`config.mk`:
```
export PLATFORM = sky130hd
export DESIGN_NAME = spi_cmd_sequencer_flat
export DESIGN_NICKNAME = d
export VERILOG_FILES = /design/src/rtl/spi_pkg.sv /design/src/rtl/spi_cmd_sequencer_if.sv /design/src/rtl/spi_cmd_fifo.sv /design/src/rtl/spi_cmd_sequencer.sv /design/src/flat_wrapper.sv
export SDC_FILE = /design/constraint.sdc
export NUM_CORES = 1
export LEC_CHECK = 0
export ABC_AREA = 1
export CAP_MARGIN = 40
export CORE_MARGIN = 5
export CORE_UTILIZATION = 45
export DETAILED_ROUTE_END_ITERATION = 8
export PLACE_DENSITY = 0.76
export SETUP_SLACK_MARGIN = 0.3
export SLEW_MARGIN = 20
export SYNTH_ARGS = -nofsm -noshare
export SYNTH_HDL_FRONTEND = slang
export SYNTH_SLANG_ARGS = --single-unit
```
`constraint.sdc`:
```
create_clock -name clk -period 3.15 [get_ports clk]
set_input_delay 0.4725 -clock clk [delete_from_list [all_inputs] [get_ports clk]]
set_output_delay 0.4725 -clock clk [all_outputs]
set_load 0.1 [all_outputs]
```
`src/rtl/spi_pkg.sv`:
```
// spi_pkg: shared state encoding and default word geometry for the SPI command sequencer
package spi_pkg;
  localparam int DEF_REG_WIDTH = 8;
  localparam int DEF_MSG_LEN = 2;
  typedef enum logic [1:0] {IDLE, ISSUE, WAIT, RESP} spi_seq_state_t;
endpackage

```
`src/rtl/spi_cmd_sequencer_if.sv`:
```
// spi_cmd_sequencer_if: host command and response channels of the SPI command sequencer
interface spi_cmd_sequencer_if #(parameter int REG_WIDTH = 8, parameter int MSG_LEN = 2);
  localparam int DW = REG_WIDTH * (MSG_LEN - 1);
  logic cmd_valid;
  logic cmd_ready;
  logic [REG_WIDTH-1:0] cmd_addr;
  logic [DW-1:0] cmd_data;
  logic rsp_valid;
  logic rsp_ready;
  logic [REG_WIDTH-1:0] rsp_addr;
  logic [DW-1:0] rsp_data;
  logic rsp_err;
  modport master (output cmd_valid, cmd_addr, cmd_data, rsp_ready,
                  input cmd_ready, rsp_valid, rsp_addr, rsp_data, rsp_err);
  modport slave (input cmd_valid, cmd_addr, cmd_data, rsp_ready,
                 output cmd_ready, rsp_valid, rsp_addr, rsp_data, rsp_err);
endinterface

```
`src/rtl/spi_cmd_fifo.sv`:
```
// spi_cmd_fifo: synchronous command FIFO with occupancy count; pushes while full are dropped
module spi_cmd_fifo #(
  parameter int W = 16,
  parameter int DEPTH = 8,
  localparam int AW = $clog2(DEPTH)
) (
  input  logic clk,
  input  logic rstn,
  input  logic push,
  input  logic pop,
  input  logic [W-1:0] din,
  output logic [W-1:0] dout,
  output logic full,
  output logic empty,
  output logic [AW:0] count
);
  logic [W-1:0] mem [DEPTH];
  logic [AW-1:0] wptr, rptr;
  logic do_push, do_pop;
  assign full = count == (AW+1)'(DEPTH);
  assign empty = count == '0;
  assign do_push = push && !full;
  assign do_pop = pop && !empty;
  assign dout = mem[rptr];
  // pointers are exactly log2(DEPTH) bits, so they wrap on their own
  always_ff @(posedge clk or negedge rstn) begin
    if (!rstn) begin
      wptr <= '0;
      rptr <= '0;
      count <= '0;
    end else begin
      if (do_push) wptr <= wptr + AW'(1);
      if (do_pop) rptr <= rptr + AW'(1);
      count <= count + (AW+1)'(do_push) - (AW+1)'(do_pop);
    end
  end
  always_ff @(posedge clk) begin
    if (do_push) mem[wptr] <= din;
  end
endmodule

```
`src/rtl/spi_cmd_sequencer.sv`:
```
// spi_cmd_sequencer: queues host register commands and issues them one at a time to an SPI writer
module spi_cmd_sequencer import spi_pkg::*; #(
  parameter int REG_WIDTH = DEF_REG_WIDTH,
  parameter int MSG_LEN = DEF_MSG_LEN,
  parameter int DEPTH = 8,
  parameter int TIMEOUT = 1024,
  localparam int DW = REG_WIDTH * (MSG_LEN - 1),
  localparam int CW = $clog2(DEPTH) + 1,
  localparam int TW = $clog2(TIMEOUT + 1)
) (
  input  logic clk,
  input  logic rstn,
  spi_cmd_sequencer_if.slave bus,
  output logic new_command,
  output logic [REG_WIDTH-1:0] register_addr,
  output logic [DW-1:0] write_data,
  input  logic transaction_complete,
  input  logic [DW-1:0] data_read_from_reg,
  output logic busy,
  output logic [CW-1:0] fifo_count,
  output logic timeout_err
);
  spi_seq_state_t state, state_nx;
  logic [TW-1:0] tcnt;
  logic [REG_WIDTH+DW-1:0] head;
  logic full, empty, pop, done, tout;
  spi_cmd_fifo #(.W(REG_WIDTH + DW), .DEPTH(DEPTH)) u_fifo (
    .clk(clk),
    .rstn(rstn),
    .push(bus.cmd_valid),
    .pop(pop),
    .din({bus.cmd_addr, bus.cmd_data}),
    .dout(head),
    .full(full),
    .empty(empty),
    .count(fifo_count)
  );
  assign bus.cmd_ready = !full;
  assign bus.rsp_valid = state == RESP;
  assign busy = state != IDLE || !empty;
  assign pop = state == IDLE && !empty;
  assign done = state == WAIT && transaction_complete;
  // completion wins when it lands on the last allowed WAIT cycle
  assign tout = state == WAIT && !transaction_complete && tcnt == TW'(TIMEOUT - 1);
  always_comb begin
    state_nx = state == IDLE  ? (empty ? IDLE : ISSUE) :
               state == ISSUE ? WAIT :
               state == WAIT  ? (done || tout ? RESP : WAIT) :
                                (bus.rsp_ready ? IDLE : RESP);
  end
  always_ff @(posedge clk or negedge rstn) begin
    if (!rstn) begin
      state <= IDLE;
      tcnt <= '0;
      new_command <= 1'b0;
      register_addr <= '0;
      write_data <= '0;
      bus.rsp_addr <= '0;
      bus.rsp_data <= '0;
      bus.rsp_err <= 1'b0;
      timeout_err <= 1'b0;
    end else begin
      state <= state_nx;
      tcnt <= state == WAIT ? tcnt + TW'(1) : '0;
      if (pop) {register_addr, write_data} <= head;
      if (state == ISSUE) new_command <= 1'b1;
      if (done || tout) begin
        new_command <= 1'b0;
        bus.rsp_addr <= register_addr;
        bus.rsp_data <= done ? data_read_from_reg : '0;
        bus.rsp_err <= tout;
      end
      if (tout) timeout_err <= 1'b1;
    end
  end
endmodule
```
`src/flat_wrapper.sv`:
```
// flat-port wrapper written by rule: the top's interface ports become plain ports
module spi_cmd_sequencer_flat import spi_pkg::*;
#(
  parameter int REG_WIDTH = DEF_REG_WIDTH,
  parameter int MSG_LEN = DEF_MSG_LEN,
  parameter int DEPTH = 8,
  parameter int TIMEOUT = 1024,
  localparam int DW = REG_WIDTH * (MSG_LEN - 1),
  localparam int CW = $clog2(DEPTH) + 1,
  localparam int TW = $clog2(TIMEOUT + 1)
)
  (clk, rstn, new_command, register_addr, write_data, transaction_complete, data_read_from_reg, busy, fifo_count, timeout_err, bus_cmd_valid, bus_cmd_addr, bus_cmd_data, bus_rsp_ready, bus_cmd_ready, bus_rsp_valid, bus_rsp_addr, bus_rsp_data, bus_rsp_err);
  spi_cmd_sequencer_if #(.REG_WIDTH(REG_WIDTH), .MSG_LEN(MSG_LEN)) bus_i ();
  input  logic clk;
  input  logic rstn;
  output logic new_command;
  output logic [REG_WIDTH-1:0] register_addr;
  output logic [DW-1:0] write_data;
  input  logic transaction_complete;
  input  logic [DW-1:0] data_read_from_reg;
  output logic busy;
  output logic [CW-1:0] fifo_count;
  output logic timeout_err;
  input wire logic [$bits(bus_i.cmd_valid)-1:0] bus_cmd_valid;
  input wire logic [$bits(bus_i.cmd_addr)-1:0] bus_cmd_addr;
  input wire logic [$bits(bus_i.cmd_data)-1:0] bus_cmd_data;
  input wire logic [$bits(bus_i.rsp_ready)-1:0] bus_rsp_ready;
  output wire logic [$bits(bus_i.cmd_ready)-1:0] bus_cmd_ready;
  output wire logic [$bits(bus_i.rsp_valid)-1:0] bus_rsp_valid;
  output wire logic [$bits(bus_i.rsp_addr)-1:0] bus_rsp_addr;
  output wire logic [$bits(bus_i.rsp_data)-1:0] bus_rsp_data;
  output wire logic [$bits(bus_i.rsp_err)-1:0] bus_rsp_err;
  assign bus_i.cmd_valid = bus_cmd_valid;
  assign bus_i.cmd_addr = bus_cmd_addr;
  assign bus_i.cmd_data = bus_cmd_data;
  assign bus_i.rsp_ready = bus_rsp_ready;
  assign bus_cmd_ready = bus_i.cmd_ready;
  assign bus_rsp_valid = bus_i.rsp_valid;
  assign bus_rsp_addr = bus_i.rsp_addr;
  assign bus_rsp_data = bus_i.rsp_data;
  assign bus_rsp_err = bus_i.rsp_err;
  spi_cmd_sequencer #(.REG_WIDTH(REG_WIDTH), .MSG_LEN(MSG_LEN), .DEPTH(DEPTH), .TIMEOUT(TIMEOUT)) u_core (.clk(clk), .rstn(rstn), .bus(bus_i), .new_command(new_command), .register_addr(register_addr), .write_data(write_data), .transaction_complete(transaction_complete), .data_read_from_reg(data_read_from_reg), .busy(busy), .fifo_count(fifo_count), .timeout_err(timeout_err));
endmodule
```
======== After elaboration in Yosys (flattened, before gate mapping) ========
Memory sizes are Yosys's and may differ from the RTL's. A register that Yosys moved wholly into a read port is not among the register bits.
Index checks and enable logic that the tools add are counted.
word-level totals
  logic and storage cells ................. 49
  flip-flop bits (word level) ............. 42
  output and inout bits ................... 42
  memories kept ........................... 1
  RAM bits ................................ 128
memories
  name               words  bits a word  read ports  clocked after Yosys merged registers in  write ports  RTL line            text
  u_core.u_fifo.mem  8      16           1           1                                        1            spi_cmd_fifo.sv:17  logic [W-1:0] mem [DEPTH];
cells by class
  equal/unequal tests ..................... 5
  muxes and demuxes ....................... 12
  reduce and logical (&&, ||, !) cells .... 16
  $add $sub $neg .......................... 5
operators by type and width
  operator                                                                  count
  11-bit by 1-bit adder with 11-bit output (second input constant)          1
  11-bit by 10-bit equality test with 1-bit output (second input constant)  1
  11-bit 2-to-1 mux                                                         1
  2-bit 2-to-1 mux                                                          4
  8-bit 2-to-1 mux                                                          1
  3-bit by 1-bit adder with 3-bit output (second input constant)            2
  1-bit logical AND                                                         6
  1-bit 2-to-1 mux                                                          6
  4-bit by 1-bit adder with 4-bit output                                    1
  2-bit equality test (second input constant)                               2
  4-bit equality test (second input constant)                               1
  1-bit logical NOT                                                         4
  4-bit logical NOT                                                         1
  2-bit nonzero test                                                        2
  4-bit by 1-bit subtractor with 4-bit output                               1
  2-bit by 1-bit equality test with 1-bit output (second input constant)    1
  2-bit logical NOT                                                         1
  1-bit logical OR                                                          2

======== Logic depth before layout (Yosys ltp) ========
Gate-level depths: netlist of the first run.
  word-level depth ........................ 8
  depth in mapped cells ................... 12
  mapped depth without buffers ............ 11

======== Cells and area by module ========
Synthesis of the first run repeated with hierarchy kept, for this count alone.
unflattened totals
  cells, all modules ...................... 853
  area total of the unflattened synthesis .. 8222.9 um^2
modules (own cells, without submodules)
  module             area an instance (um^2)  instances  cells an instance
  spi_cmd_fifo       6242.2                   1          624
  spi_cmd_sequencer  1980.6                   1          229

======== Worst setup path after synthesis of the first run ========
OpenSTA, ideal clock, no wires.
  path kind ............................... register to register
  start point ............................. register u_core.u_fifo.count[2]
  end point ............................... memory u_core.u_fifo.mem[4][0] (enable)
  setup time .............................. 388 ps
  cell stages (with the launch flop) ...... 7
  period minus slack after synthesis ...... 3731 ps
  data arrival time ....................... 3343 ps
  path buffers ............................ 0
  path slack .............................. -581 ps
  path through ............................ dfrtp_1 -> inv_1 -> ha_1 -> nand3_1 -> nand2_1 -> or2_2 -> nor2_1
on the way
  cells in the longest elaborated chain, start to end .. 5
ends and longest elaborated chain
  item                                    RTL line            text
  from (decl)                             spi_cmd_fifo.sv:15  output logic [AW:0] count
  from (signal assigned)                  spi_cmd_fifo.sv:34  count <= count + (AW+1)'(do_push) - (AW+1)'(do_pop);
  4-bit equality test                     spi_cmd_fifo.sv:20  assign full = count == (AW+1)'(DEPTH);
  1-bit logical NOT                       n/a
  named net bus_cmd_ready                 flat_wrapper.sv:28  output wire logic [$bits(bus_i.cmd_ready)-1:0] bus_cmd_ready;
  1-bit logical AND                       spi_cmd_fifo.sv:22  assign do_push = push && !full;
  1-bit 2-to-1 mux                        spi_cmd_fifo.sv:38  if (do_push) mem[wptr] <= din;
  1-bit 2-to-1 mux (not written as such)  spi_cmd_fifo.sv:38
  to (decl)                               spi_cmd_fifo.sv:17
The timed path passes the listed nets, and every way through them passes these cells.

======== Worst setup path after layout of the first run ========
  start point ............................. register u_core.u_fifo.count[2]
  end point ............................... register u_core.u_fifo.count[2]
on the way
  cells in the longest elaborated chain, start to end .. 5
  elaborated cells on any way between the ends .. 9
  classes of those cells .................. add/sub: 2; eq/ne: 1; reduce/logical: 6
ends and longest elaborated chain
  item                                                                         RTL line
  4-bit equality test or 4-bit logical NOT (tied branches)                     spi_cmd_fifo.sv:20, spi_cmd_fifo.sv:21
  1-bit logical NOT (on tied branches)                                         spi_cmd_fifo.sv:22, spi_cmd_fifo.sv:23, spi_cmd_sequencer.sv:41
  1-bit logical AND (on tied branches)                                         spi_cmd_fifo.sv:22, spi_cmd_sequencer.sv:41
  4-bit by 1-bit adder with 4-bit output or 1-bit logical AND (tied branches)  spi_cmd_fifo.sv:34, spi_cmd_fifo.sv:23
  4-bit by 1-bit subtractor with 4-bit output *                                spi_cmd_fifo.sv:34
Mark *: on every way between the ends. The rest lies on a longest branch, timed or not.
A chain may end at the register's enable or synchronous reset.

==> impl_metrics.yaml, run 1 <==
worst_setup_path:
  worstSetupStartpoint: "u_core.u_fifo.count[2]"
  arrival_ns: 2.63
  reg2reg_from: "u_core.u_fifo.count[2]"
  criticalPathCategory: "reg -> reg"
  worst-endpoint-required_ns: 3.47
  path_max_fanout: 20
  critPathLaunchType: "flip-flop"
  worst_setup_path_end_kind: "flip-flop"
clock_network:
  post_cts_resize_count: 0
  clk_transition_reported_paths_ns: 0.07
  post-cts-setup-buffer-count: 0
  clock_insertion_delay_worst_skew_ns: 0.43
  max-clock-path-buffers: 2
  clock-root-buffer: "sky130_fd_sc_hd__clkbuf_16"
  cts-buffers-inserted: 17
  cts-htree-levels: 4
  cts_tree: "done"
  clock_sink_count: 186
  cts_hold_buffers: 0
route:
  avgViaCountPerCell: 5.06
  detail-route-antenna-nets: 0
  detailedRoute.firstPassIterationCount: 5
  drc: 0
  dr_total_vias: 5133
  final_routed_wirelength_across_all_metal_layers_um: 16000
  drt-wirelength-per-cell_um: 15.8
  initial_drc_count: 436
sta:
  drv_slew: 0
  post-route-min-period_ns: 2.30
  rsz0062_at_grt: "no"
  period_share_pct: 73.1
  fmax_mhz: 434
  finalHoldViolations: 0
  tightest_slew_ns: 0.740
  setup-tns-final_ns: 0
  worst_slew_margin_rel_pct: 50.6
  setup_violations: 0
  holdWs_ns: 0.109
  worst_clock_skew_ns: 0.0101
floorplan:
  core_area_mm2: 0.0166
  floorplan.initialDensity_pct: 45.8
  die_height_um: 140
  fp-row-count: 47
  fp.dieArea_mm2: 0.0196
  design.portCount: 71
  die-width_um: 140
layout:
  flow.area_growth_from_synthesis_pct: 19.3
  antenna_cells: 0
  n_fill_cell: 1392
  proportion_of_layout_cells_with_a_drive_suffix_above_1_pct: 14.0
  nNetsFinal: 822
placed_design:
  hpwl_um: 9400
  gp_congestion: 0.785
  io_buffer_count: 70
synth:
  yosysMostFrequentCell: "sky130_fd_sc_hd__nand2_1"
  synth_simple_gate_area_share_pct: 22.4
  syn-instance-count: 708
  ys_top_cells_by_area: "sky130_fd_sc_hd__edfxtp_1, sky130_fd_sc_hd__dfrtp_1, sky130_fd_sc_hd__nand2_1"
  yosys-mux-area-fraction_pct: 0
  yosys_warnings: 0
  synth_top_area_share_pct: 50.6
  count_of_unique_library_cells_instantiated_by_yosys: 30
  synthXorXnorAreaFrac_pct: 1.04
  combinational_family_with_the_most_area_after_synthesis: "simple AND/OR/NAND/NOR gates"
  syn_area_mm2: 0.00759
  netlist.top_cell.by_area: "sky130_fd_sc_hd__edfxtp_1"
  mean_area_per_synthesized_cell_um2: 10.7
  synth_area_in_adders_pct: 1.75
  synth_seq_area_share_pct: 69.7
  compound_cell_area_share_of_the_yosys_netlist_pct: 1.96
  synth_edf_count: 128
  cell_types_with_the_highest_counts_after_synthesis: "sky130_fd_sc_hd__nand2_1, sky130_fd_sc_hd__edfxtp_1, sky130_fd_sc_hd__nand3_1"
  async_flop_share_pct: 31.2
  synth_top_flop_cell: "sky130_fd_sc_hd__edfxtp_1"
  postSynthNetCount: 747
  flip_flop_and_latch_count_after_synthesis: 186
pwr:
  vdd.ir_drop.worst_v: 0.000796
  overall_power_uw: 10100
  cellPowerDensity_mw_per_mm2: 1110
  lkg_pwr_uw: 0.00382
global_route:
  grt_pass1_vias: 5146
  global_route.usage.total_pct: 17.1
  grt_max_degree: 66
  globalRouteOverflowTotal: 0
  global_route_wire_length_before_repair_um: 26200
  initial_antenna_violation_count: 0
status:
  outcome: "complete, no violations"
hold_path:
  hp-class: "in -> async"
run:
  drv_cap: 0
-- sequential cells by signal, summed over array words and instances (netlist names) --
name,count
u_core.u_fifo.rptr,3
u_core.tcnt,11
u_core.u_fifo.count,4
u_core.register_addr,8
u_core.timeout_err,1
u_core.bus.rsp_data,8
u_core.state,2
u_core.bus.rsp_err,1
u_core.u_fifo.wptr,3
u_core.u_fifo.mem,128
u_core.write_data,8
u_core.new_command,1
u_core.bus.rsp_addr,8
-- metrics by stage --
stage,setup WS (ns),std cells,util (%),instance area (um2)
global placement,0.912,983,51.0,8450
CTS,0.820,1014,54.5,9030
floorplan,0.330,708,-,7620
detailed placement,0.872,983,51.0,8450
finish,0.846,1015,54.6,9060
global route,0.697,1015,54.6,9060
-- worst max-delay path, stage by stage, from the launching register on --
cell	delay, ns
sky130_fd_sc_hd__dfrtp_2	0.40
sky130_fd_sc_hd__inv_1	0.10
sky130_fd_sc_hd__ha_1	0.18
sky130_fd_sc_hd__nand3_1	0.12
sky130_fd_sc_hd__nand2_2	0.11
sky130_fd_sc_hd__inv_2	0.17
sky130_fd_sc_hd__ha_1	0.33
sky130_fd_sc_hd__inv_1	0.04
sky130_fd_sc_hd__ha_1	0.19
sky130_fd_sc_hd__fa_1	0.38
sky130_fd_sc_hd__xor2_1	0.17
-- final cells by class --
type / instances / area (um2) / area share [%]
Clock inverter: 13 / 151 / 1.67
Tap cell: 220 / 275 / 3.04
Timing Repair Buffer: 86 / 731 / 8.06
Sequential cell: 186 / 5300 / 58.5
Multi-Input combinational cell: 468 / 2080 / 23.0
Inverter: 24 / 90.1 / 0.994
Clock buffer: 18 / 429 / 4.74
-- power breakdown --
group          internal [uW]  leakage (uW)  switching [uW]
clock network           1230      0.000271             865
logic                   1050       0.00166            3470
registers               3180       0.00189             247
total                   5460       0.00382            4590
-- per-layer routing --
metal	GRT usage [%]	up-vias	wire [um]
met5	0	-	0
met4	7.24	0	281
met3	4.70	27	1240
met2	26.4	194	7380
met1	22.9	2416	7140
li1	-	2496	-
-- cell families after synthesis --
| group | Yosys count |
|---|---|
| buffers and inverters | 54 |
| adders and majority gates | 10 |
| xor gates and xnor gates | 9 |
| AOI/OAI and AO/OA | 29 |
| DFF | 186 |
| and+or+nand+nor | 420 |
-- worst paths after layout --
check | to | slack (ns) | cells after the start
worst max register to register | u_core.u_fifo.count[2] | 0.85 | 10
worst min register to register | u_core.tcnt[0] | 0.46 | 1
worst min-delay path | u_core.tcnt[5] | 0.11 | 3
min in group clk | u_core.tcnt[0] | 0.46 | 1
worst max-delay path | u_core.u_fifo.count[2] | 0.85 | 10
max in group asynchronous | u_core.u_fifo.rptr[0] | 2.78 | 3
-- placed cells by master (no fill, tap or decap), drive strengths merged --
cell type / n
nand2: 286
edfxtp: 128
nand3: 72
buf: 59
dfrtp: 58
nor2: 57
clkdlybuf4s50: 27
inv: 24
o21ai: 20
clkbuf: 18
ha: 9
a21oi: 7
clkinv: 6
xor2: 5
xnor2: 4
clkinvlp: 4
bufinv: 3
nor3: 2
a31oi: 1
or2: 1
o21bai: 1
nor3b: 1
nand4: 1
fa: 1
No activity file was read; power rests on OpenSTA's default activity.
==> run 2: changes to the inputs <==
PLACE_DENSITY = 0.79   (was 0.76)
clock period = 1.8 ns   (was 3.15 ns; I/O delays follow)
==> impl_metrics.yaml, run 2 (synthesis results as in run 1) <==
status:
  outcome: "complete, but fails checks"
  failed_checks: "setup timing"
global_route:
  global_route_wire_length_before_repair_um: 28100
  globalRouteOverflowTotal: 0
  global_route.usage.total_pct: 18.4
  grt_pass1_vias: 5460
  initial_antenna_violation_count: 0
  grt_max_degree: 66
layout:
  nNetsFinal: 868
  finish.instance_area_mm2: 0.0108
  layout_top_registers: "u_core.u_fifo.mem x128, u_core.tcnt x11"
  mostFrequentLayoutCell: "sky130_fd_sc_hd__nand2_1"
  flow.area_growth_from_synthesis_pct: 42.0
  proportion_of_layout_cells_with_a_drive_suffix_above_1_pct: 30.2
  largest_register_ff_count: 128
  mostFrequentLayoutCells: "sky130_fd_sc_hd__nand2_1, sky130_fd_sc_hd__edfxtp_1, sky130_fd_sc_hd__dfrtp_1"
  top_register: "u_core.u_fifo.mem"
  antenna_cells: 0
route:
  detailedRoute.firstPassIterationCount: 5
  initial_drc_count: 592
  avgViaCountPerCell: 5.33
  drc: 0
  drt-wirelength-per-cell_um: 18.7
  final_routed_wirelength_across_all_metal_layers_um: 19800
  dr_total_vias: 5657
  detail-route-antenna-nets: 0
pwr:
  lkg_pwr_uw: 0.00444
  overall_power_uw: 21300
  cellPowerDensity_mw_per_mm2: 1980
  vdd.ir_drop.worst_v: 0.00126
sta:
  fmax_mhz: 511
  drv_slew: 0
  tightest_slew_ns: 0.430
  period_share_pct: 109
  worst_slew_margin_rel_pct: 71.3
  worst_clock_skew_ns: 0.0102
  finalHoldViolations: 0
  setup_slack_ns: -0.155
  post-route-min-period_ns: 1.96
  setup_violations: 84
  rsz0062_at_grt: "yes"
  holdWs_ns: 0.379
worst_setup_path:
  criticalPathCategory: "reg -> reg"
  worst_setup_path_end_kind: "flip-flop"
  path_max_fanout: 3
  crit_top_cell: "sky130_fd_sc_hd__ha_4"
  slowest_stage_delay_on_critical_path_ns: 0.52
  timing.critical_path.slowest_stage_cell: "sky130_fd_sc_hd__dfrtp_4"
  worst-endpoint-required_ns: 2.11
  critical_path.cell_chain: "inv_4 > ha_4 > nand3_4 > nand2_4 > inv_4 > ha_4 > inv_2 > ha_4 > fa_2 > xor2_1"
  cp_top_family: "adder cells"
  arrival_ns: 2.27
  critPathLaunchType: "flip-flop"
  worst-path-buf-inv: 3
clock_network:
  max-clock-path-buffers: 2
  cts-htree-levels: 4
  clk_transition_reported_paths_ns: 0.06
  clock_insertion_delay_worst_skew_ns: 0.43
  clock-root-buffer: "sky130_fd_sc_hd__clkbuf_16"
  clock_sink_count: 186
  cts_tree: "done"
  cts-buffers-inserted: 17
placed_design:
  hpwl_um: 10900
  dpl-instance-area_mm2: 0.00914
  gp_congestion: 0.821
  io_buffer_count: 70
run:
  drv_cap: 0
floorplan:
  fp-row-count: 47
  die-width_um: 140
  core_area_mm2: 0.0166
  die_height_um: 140
  design.portCount: 71
  floorplan.initialDensity_pct: 45.8
  fp.dieArea_mm2: 0.0196
hold_path:
  hp-class: "in -> async"
## run 2: worst register-to-register path, delay by kind of cell (launching register included)
family	cells	cell delay, ns
flops	1	0.52
simple gates	2	0.16
xor+xnor	1	0.14
fa+ha+maj	4	0.88
buf+inv	3	0.16
## run 2: final cells by class
class,count,area [um2]
clock inverters,14,156
fillers,1111,5800
multi-input cells,469,2680
flip-flops and latches,186,5310
inverters,24,120
well taps,220,275
clock buffers,17,425
repair buffers,131,1810
## run 2: routing by layer
metal / global-route usage (%) / vias to the layer above / routed length (um)
met3: 4.67 / 28 / 1510
met4: 6.12 / 0 / 481
met5: 0 / - / 0
met2: 30.9 / 264 / 10300
li1: - / 2596 / -
met1: 23.5 / 2769 / 7570
## run 2: report_power, final
| group | total (uW) | internal, uW | switching [uW] | leakage [uW] |
|---|---|---|---|---|
| combinational | 11400 | 3970 | 7390 | 0.00228 |
| clock | 3680 | 2150 | 1530 | 0.000275 |
| sequential | 6280 | 5590 | 688 | 0.00189 |
## run 2: through the flow
step | setup WS [ns] | std cells | utilization [%] | TNS (ns)
after global placement | -0.149 | 998 | 55.1 | -3.91
after global routing | -0.205 | 1061 | 65.0 | -8.78
after floorplan | -0.533 | 708 | - | -58.79
after detailed placement | -0.173 | 998 | 55.1 | -5.45
after CTS | -0.122 | 1041 | 60.1 | -5.26
final | -0.155 | 1061 | 65.0 | -5.12
## run 2: repair_timing
| item | 4_1_cts | 5_1_grt |
|---|---|---|
| resized for setup | 25 | 121 |
| cloned | 2 | 11 |
| hold buffers | 1 | 0 |
| endpoints found under the hold margin | 58 | 0 |
| endpoints found under the setup margin | 142 | 177 |
| pin swaps | 9 | 35 |
| setup buffers | 9 | 9 |
## run 2: final timing paths
path | startpoint | end | slack [ns] | cells past startpoint
worst min register to register | u_core.tcnt[0] | u_core.tcnt[0] | 0.48 | 1
worst min-delay path | rstn | u_core.tcnt[4] | 0.38 | 3
worst max-delay path | u_core.u_fifo.count[3] | u_core.u_fifo.count[2] | -0.16 | 10
min in group clk | data_read_from_reg[2] | u_core.bus.rsp_data[2] | 0.39 | 3
worst max register to register | u_core.u_fifo.count[3] | u_core.u_fifo.count[2] | -0.16 | 10
max in group asynchronous | rstn | u_core.u_fifo.count[0] | 1.15 | 3
